`src/rtl/multicycle_sequencer_pkg.sv`:
```
// Shared definitions for the multicycle sequencer: state encodings, next-PC
// source codes, default memory timeout and the next-PC selection rule.
package multicycle_sequencer_pkg;

  typedef enum logic [2:0] {
    ST_IDLE   = 3'd0,
    ST_FETCH  = 3'd1,
    ST_DECODE = 3'd2,
    ST_EXEC   = 3'd3,
    ST_MEM    = 3'd4,
    ST_WB     = 3'd5,
    ST_HALT   = 3'd6
  } state_e;

  localparam logic [1:0] PCSEL_SEQ = 2'b00;  // PC + 4
  localparam logic [1:0] PCSEL_IMM = 2'b01;  // PC + imm
  localparam logic [1:0] PCSEL_ALU = 2'b10;  // ALU result

  localparam int DEFAULT_TIMEOUT = 16;

  // Register-indirect jumps win over PC-relative jumps and taken branches.
  function automatic logic [1:0] pc_sel_f(input logic jumpr, input logic jump,
                                          input logic branch, input logic taken);
    if (jumpr) return PCSEL_ALU;
    if (jump || (branch && taken)) return PCSEL_IMM;
    return PCSEL_SEQ;
  endfunction

endpackage

```
`src/rtl/multicycle_sequencer_wait_timer.sv`:
```
// Counts consecutive cycles a memory request goes without acknowledgement and
// flags expiry on the cycle that completes TIMEOUT unacknowledged cycles.
module wait_timer
  import multicycle_sequencer_pkg::*;
#(
  parameter int TIMEOUT = DEFAULT_TIMEOUT
) (
  input  logic clk_i,
  input  logic rst_i,
  input  logic clear_i,
  input  logic tick_i,
  output logic expired_o
);

  localparam int CW = $clog2(TIMEOUT + 1);
  localparam logic [CW-1:0] LAST = CW'(TIMEOUT - 1);

  logic [CW-1:0] count_q, count_d;

  always_comb begin
    count_d = count_q;
    if (clear_i) begin
      count_d = '0;
    end else if (tick_i) begin
      count_d = count_q + CW'(1);
    end
  end

  always_ff @(posedge clk_i) begin
    if (rst_i) begin
      count_q <= '0;
    end else begin
      count_q <= count_d;
    end
  end

  // Expiry forces a state change, which clears the count before it can pass LAST.
  assign expired_o = tick_i && (count_q == LAST);

endmodule

```
`src/rtl/multicycle_sequencer.sv`:
```
// Control sequencer for a multicycle CPU: steps each instruction through
// fetch/decode/execute/memory/writeback and halts on protocol faults.
module multicycle_sequencer
  import multicycle_sequencer_pkg::*;
#(
  parameter int TIMEOUT = DEFAULT_TIMEOUT
) (
  input  logic        clk_i,
  input  logic        rst_i,
  input  logic        cs_jump_i,
  input  logic        cs_jumpr_i,
  input  logic        cs_branch_i,
  input  logic        cs_memrd_i,
  input  logic        cs_memwrt_i,
  input  logic        cs_regwrt_i,
  input  logic        br_taken_i,
  output logic        imem_req_o,
  input  logic        imem_ack_i,
  output logic        dmem_req_o,
  output logic        dmem_we_o,
  input  logic        dmem_ack_i,
  output logic        ir_en_o,
  output logic        pc_en_o,
  output logic [1:0]  pc_sel_o,
  output logic        reg_we_o,
  output logic        err_o,
  output logic [2:0]  state_o,
  output logic [31:0] retired_o
);

  state_e      state_q, state_d;
  logic [31:0] retired_q, retired_d;
  logic        wait_clear, wait_tick, wait_expired;
  logic        pc_en;

  assign wait_tick  = ((state_q == ST_FETCH) && !imem_ack_i) ||
                      ((state_q == ST_MEM)   && !dmem_ack_i);
  assign wait_clear = (state_d != state_q);

  wait_timer #(
    .TIMEOUT (TIMEOUT)
  ) u_wait_timer (
    .clk_i     (clk_i),
    .rst_i     (rst_i),
    .clear_i   (wait_clear),
    .tick_i    (wait_tick),
    .expired_o (wait_expired)
  );

  always_ff @(posedge clk_i) begin
    if (rst_i) begin
      state_q <= ST_IDLE;
    end else begin
      state_q <= state_d;
    end
  end

  always_comb begin
    state_d = state_q;
    unique case (state_q)
      ST_IDLE:   state_d = ST_FETCH;
      ST_FETCH: begin
        if (imem_ack_i)        state_d = ST_DECODE;
        else if (wait_expired) state_d = ST_HALT;
      end
      ST_DECODE: state_d = ST_EXEC;
      ST_EXEC: begin
        if (cs_memrd_i && cs_memwrt_i)      state_d = ST_HALT;
        else if (cs_memrd_i || cs_memwrt_i) state_d = ST_MEM;
        else if (cs_regwrt_i)               state_d = ST_WB;
        else                                state_d = ST_FETCH;
      end
      ST_MEM: begin
        if (dmem_ack_i)        state_d = cs_memwrt_i ? ST_FETCH : ST_WB;
        else if (wait_expired) state_d = ST_HALT;
      end
      ST_WB:     state_d = ST_FETCH;
      ST_HALT:   state_d = ST_HALT;
      default:   state_d = ST_HALT;
    endcase
  end

  // Strobes are held low while reset is asserted so an abandoned instruction never retires.
  always_comb begin
    imem_req_o = 1'b0;
    dmem_req_o = 1'b0;
    dmem_we_o  = 1'b0;
    ir_en_o    = 1'b0;
    pc_en      = 1'b0;
    reg_we_o   = 1'b0;
    err_o      = 1'b0;
    if (!rst_i) begin
      unique case (state_q)
        ST_FETCH: begin
          imem_req_o = 1'b1;
          ir_en_o    = imem_ack_i;
        end
        ST_EXEC:  pc_en = !cs_memrd_i && !cs_memwrt_i && !cs_regwrt_i;
        ST_MEM: begin
          dmem_req_o = 1'b1;
          dmem_we_o  = cs_memwrt_i;
          pc_en      = dmem_ack_i && cs_memwrt_i;
        end
        ST_WB: begin
          reg_we_o = 1'b1;
          pc_en    = 1'b1;
        end
        ST_HALT:  err_o = 1'b1;
        default:  ;
      endcase
    end
    pc_en_o  = pc_en;
    pc_sel_o = pc_en ? pc_sel_f(cs_jumpr_i, cs_jump_i, cs_branch_i, br_taken_i)
                     : PCSEL_SEQ;
  end

  always_comb begin
    retired_d = pc_en ? retired_q + 32'd1 : retired_q;
  end

  always_ff @(posedge clk_i) begin
    if (rst_i) begin
      retired_q <= '0;
    end else begin
      retired_q <= retired_d;
    end
  end

  assign state_o   = state_q;
  assign retired_o = retired_q;

endmodule
```
`config.mk`:
```
export PLATFORM = sky130hd
export DESIGN_NAME = multicycle_sequencer
export DESIGN_NICKNAME = d
export VERILOG_FILES = /design/src/rtl/multicycle_sequencer_pkg.sv /design/src/rtl/multicycle_sequencer_wait_timer.sv /design/src/rtl/multicycle_sequencer.sv
export SDC_FILE = /design/constraint.sdc
export NUM_CORES = 1
export LEC_CHECK = 0
export CAP_MARGIN = 40
export CORE_UTILIZATION = 37
export DETAILED_ROUTE_END_ITERATION = 8
export GPL_ROUTABILITY_DRIVEN = 0
export GPL_TIMING_DRIVEN = 0
export PLACE_DENSITY_LB_ADDON = 0.05
export SYNTH_ARGS = -nofsm -noshare
export SYNTH_HDL_FRONTEND = slang
export SYNTH_SLANG_ARGS = --single-unit
```
`constraint.sdc`:
```
create_clock -name clk_i -period 5 [get_ports clk_i]
set_input_delay 1 -clock clk_i [delete_from_list [all_inputs] [get_ports clk_i]]
set_output_delay 1 -clock clk_i [all_outputs]
set_load 0.005 [all_outputs]
```
* Word level (Yosys, flattened, before mapping) *
Cells that the tools add are included.

operators by class
  order comparisons = 0
  reductions and logical operators = 19
  shifts and indexed selects = 0
  add/subtract/negate cells = 2
  mux-type cells = 30
  bitwise logic cells = 0
  equal/unequal tests = 8
  $mul = 0
  divide/modulo/power cells = 0

operators by type and width
  operator                                        count
  adder 32 x 1 -> 32 bit (second input constant)  1
  two-way mux 3 bit                               7
  two-way mux 1 bit                               16
  case mux 3 bit (5 select lines)                 1
  two-way mux 2 bit                               5
  == test 3 bit (second input constant)           3
  logical AND 1 bit                               8
  == test 3 x 2 -> 1 bit (second input constant)  2
  adder 5 x 1 -> 5 bit (second input constant)    1
  == test 5 x 4 -> 1 bit (second input constant)  1
  logical NOT 1 bit                               5
  OR reduction 2 bit                              2
  == test 3 x 1 -> 1 bit (second input constant)  1
  logical NOT 3 bit                               1
  logical OR 1 bit                                3
  inequality test 3 bit                           1
  case mux 1 bit (3 select lines)                 1

storage, ports and cells
  bits in read-only memories = 0
  bits of input ports = 11
  register bits after elaboration = 40
  memories = 0
  output and inout port bits = 44
  bits in latches = 0
  RAM bits = 0
  logic and storage cells = 62

* Depth between registers and ports, before layout *
  depth after elaboration = 9
  depth in mapped cells = 7
  depth with buffers taken out = 7

* Modules after synthesis *
From an unflattened synthesis, not the netlist that was laid out.

unflattened totals
  cells, all modules = 285
  area total of the unflattened synthesis = 2,377.3 µm²

modules (own cells, without submodules)
  module                area an instance (µm²)  sequential area each (µm²)  cells an instance  instances
  multicycle_sequencer  2,097.0                 700.7                       261                1
  wait_timer            280.3                   100.1                       24                 1

* Worst setup path before layout *
Ideal clock, no wire load.

  path type = input -> output
  start point = in cs_memwrt_i
  end point = out pc_sel_o[1]
  required time = 4.000 ns
  setup slack = 1.900 ns
  stages = 5
  buffers on the path = 1
  data arrival time = 2.100 ns
  cells stage by stage = a21o_1 > a22oi_1 > clkbuf_1 > nor2_1 > and2_1

between the ends
  word-level cells in the longest chain between the ends = 6
  elaborated cells between the ends (all ways) = 7
  classes of those cells = 3 x mux; 4 x reduce/logical

RTL lines
  what                               RTL line                     source
  from (decl)                        multicycle_sequencer.sv:14   input logic cs_memwrt_i,
  logical NOT 1 bit                  multicycle_sequencer.sv:98   ST_EXEC: pc_en = !cs_memrd_i && !cs_memwrt_i && !cs_regwrt_i;
  logical AND 1 bit (2 in a row)     multicycle_sequencer.sv:98
  case mux 1 bit (3 select lines) *  multicycle_sequencer.sv:93   unique case (state_q)
  two-way mux 1 bit *                multicycle_sequencer.sv:92   if (!rst_i) begin
  net pc_en_o                        multicycle_sequencer.sv:23   output logic pc_en_o,
  two-way mux 2 bit *                multicycle_sequencer.sv:113  pc_sel_o = pc_en ? pc_sel_f(cs_jumpr_i, cs_jump_i, cs_branch_i, br_taken_i)
  to (decl)                          multicycle_sequencer.sv:24   output logic [1:0] pc_sel_o,

The timed path passes the listed nets; every way through them passes the cells marked *.

* Worst setup path in the final report *
  start point = in cs_memwrt_i
  end point = out pc_sel_o[1]

between the ends
  word-level cells in the longest chain between the ends = 6
  elaborated cells between the ends (all ways) = 7
  classes of those cells = 3 x mux; 4 x reduce/logical

RTL lines
  what                               RTL line
  logical NOT 1 bit                  multicycle_sequencer.sv:98
  logical AND 1 bit (2 in a row)     multicycle_sequencer.sv:98
  case mux 1 bit (3 select lines) *  multicycle_sequencer.sv:93
  two-way mux 1 bit *                multicycle_sequencer.sv:92
  two-way mux 2 bit *                multicycle_sequencer.sv:113

Mark *: on every way between the ends. The rest lies on a longest branch, timed or not.

==> results.json <==
{
  "status": "finished clean",
  "synthTopCellsByArea": "dfxtp_1 35%, a21oi_1 5.2%, or4_1 5.2%, nor4_1 4.6%, o31ai_1 4.2%",
  "cts-hold-fix-buffers": 0,
  "cp-end-kind": "primary output",
  "numCtsBuffers": 5,
  "via_per_inst": 5.77,
  "ys_types": 46,
  "setup_slack_ps": 444,
  "die_x_um": 80.9,
  "dp_cells": 405,
  "avgRoutedWirePerCell_um": 15.5,
  "layout_worst_path_cycle_share_pct": 91.1,
  "cap_violations": 0,
  "cp_common_cell": "clkdlybuf4s50_1",
  "slew_violations": 0,
  "hp-start": "retired_o[20]",
  "r2r-start": "state_o[2]",
  "ctsResizeCount": 0,
  "clockRootBuffer": "clkbuf_8",
  "route.detailed.drc": 0,
  "synth_area_um2": 2310,
  "rsz0062_at_grt": "false",
  "cp_max_fo": 10,
  "fin_cells": 412,
  "io_buffers": 54,
  "start_util_pct": 38.7,
  "max_freq_ghz": 0.220,
  "crit_chain": "clkdlybuf4s50_1 -> a21o_1 -> a22oi_1 -> clkbuf_1 -> nor2_1 -> and2_1 -> clkdlybuf4s50_1",
  "first_iter_violations": 114,
  "p_leak_nw": 0.958,
  "synth-warning-count": 0,
  "insertion_delay_ps": 300,
  "max_slew_margin_pct": 53.5,
  "vias": 2378,
  "crit_required_ps": 4000,
  "hold_class": "reg -> reg",
  "worstMarginPinSlew_ps": 697,
  "cts_setup_buffers": 0,
  "dp_slack_ps": 447,
  "synth_flop_cell": "dfxtp_1",
  "gr-usage-all-layers_pct": 20.9,
  "synth_seq_cells": 40,
  "synth_top_area_cell": "dfxtp_1",
  "critPathMaxStageDelay_ps": 580,
  "ys_seq_area_share_pct": 34.7,
  "pin_count": 55,
  "dieArea_um2": 6550,
  "num_rows": 28,
  "skew_ps": 10.4,
  "antenna_cells": 0,
  "grt_max_degree": 12,
  "first_pass_iters": 4,
  "h-tree-depth": 2,
  "dieHeight_um": 80.9,
  "whs_ps": 498,
  "nNetsFinal": 351,
  "period_minus_slack_ps": 4560,
  "cp_slowest_cell": "a22oi_1",
  "cp-start-kind": "input port",
  "dpl.hpwl_mm": 4.57,
  "finalSetupTns_ps": 0,
  "antenna_found_initial": 0,
  "syn_area_per_cell_um2": 8.35,
  "core_um2": 5960,
  "antenna_left": 0,
  "drive_gt1_share_pct": 6.23,
  "hold_viol_final": 0,
  "gr-total-overflow": 0,
  "worst-setup-path-type": "in -> out",
  "ir_drop_mv": 0.122,
  "p_per_area_nw_per_um2": 196,
  "totalWireLength_mm": 6.40,
  "syn-num-nets": 290,
  "cp_data_arrival_time_ps": 3560,
  "cts.sinks": 40,
  "cts_tree": "built",
  "clockBufferDepth": 2,
  "area_growth_pct": 30.9,
  "cp-startpoint": "cs_memwrt_i",
  "clk_pin_slew_ps": 70,
  "synth_top_area_share_pct": 34.7,
  "setup_viol_count_final": 0,
  "syn_inst": 276,
  "grt_pass1_wl_mm": 10.6,
  "grt_pass1_vias": 2184,
  "synth_edf_count": 0,
  "synth_async_sr_flop_share_pct": 0
}
==> per-stage QoR <==
| step | utilization [%] | power (W) | area [um^2] |
|---|---|---|---|
| after global routing | 50.7 | 0.000617 | 3020 |
| after CTS | 50.7 | 0.000601 | 3020 |
| after global placement | 49.4 | 0.000393 | 2940 |
| after detailed placement | 49.4 | 0.000393 | 2940 |
| after floorplan | - | 0.000364 | 2310 |
| final | 50.7 | 0.000592 | 3020 |
==> routing by layer <==
layer,routed length [um],vias up,GRT usage [%]
met5,0,-,0
li1,-,1187,-
met3,216,11,3.93
met1,3170,1136,27.7
met4,95,0,6.43
met2,2920,44,34.0
==> kinds of logic (layout without fill, tap and decap cells) <==
logic type               after synthesis  after routing  synth area share [%]
buffers and inverters                 26             87                  4.72
multiplexers                          14             14                  6.62
flip-flops                            40             40                  34.7
AND/OR/NAND/NOR                      134            134                  35.8
adder cells (fa/ha/maj)                3              3                  1.63
AO/OA/AOI/OAI                         55             55                  15.0
XOR/XNOR                               4              4                  1.52
==> state kept, by name, indices dropped and copies added (netlist names) <==
signal / flops
retired_o: 32
state_o: 3
u_wait_timer.count_q: 5
==> worst max-delay path: cells and delay by family <==
| family | cells | cell delay [ps] |
|---|---|---|
| buffers and inverters | 3 | 1420 |
| and+or+nand+nor | 2 | 300 |
| AOI/OAI and AO/OA | 2 | 830 |
==> report_power, final <==
group	internal, W	switching (W)
sequential	0.000321	0.00000344
combinational	0.0000259	0.0000353
clock	0.0000950	0.000112
total	0.000442	0.000150
==> area by class of cell <==
| class | count | area (um^2) |
|---|---|---|
| Buffer | 20 | 86.3 |
| Clock buffer | 6 | 72.6 |
| Clock inverter | 1 | 5.00 |
| Fill cell | 605 | 2940 |
| Inverter | 6 | 22.5 |
| Multi-Input combinational cell | 210 | 1400 |
| Sequential cell | 40 | 801 |
| Tap cell | 75 | 93.8 |
| Timing Repair Buffer | 54 | 541 |
==> path summary, 6_finish.rpt <==
path              endpoint  slack (ps)  cells past startpoint
max            pc_sel_o[1]         440                      7
min          retired_o[20]         500                      2
max reg2reg  retired_o[31]        2800                      5
min reg2reg  retired_o[20]         500                      2
==> layout by cell type (no fill, tap or decap), drive strengths merged, types with 2 or more instances in the layout <==
master	n
or4	17
mux2	10
clkbuf	19
o21ai	6
a21oi	24
a211oi	2
nor3	3
xnor2	3
ha	3
buf	7
nand4	13
and2	4
or3b	2
o31ai	13
nor4	17
mux2i	4
nor2	15
nand3	13
and4	5
or3	9
dfxtp	40
o21ba	2
clkdlybuf4s50	54
nor4b	3
o21a	2
nand2	13
nor2b	11
inv	6
and3	4
==> synth_stat cells, drive strengths merged (7+ instances only) <==
master	instances
a21oi	24
or4	17
nand2	13
nand4	13
dfxtp	40
clkbuf	13
nor4	17
buf	7
nor2b	11
mux2	10
o31ai	13
nor2	15
nand3	13
or3	9
(Power assumes the default switching activity.)
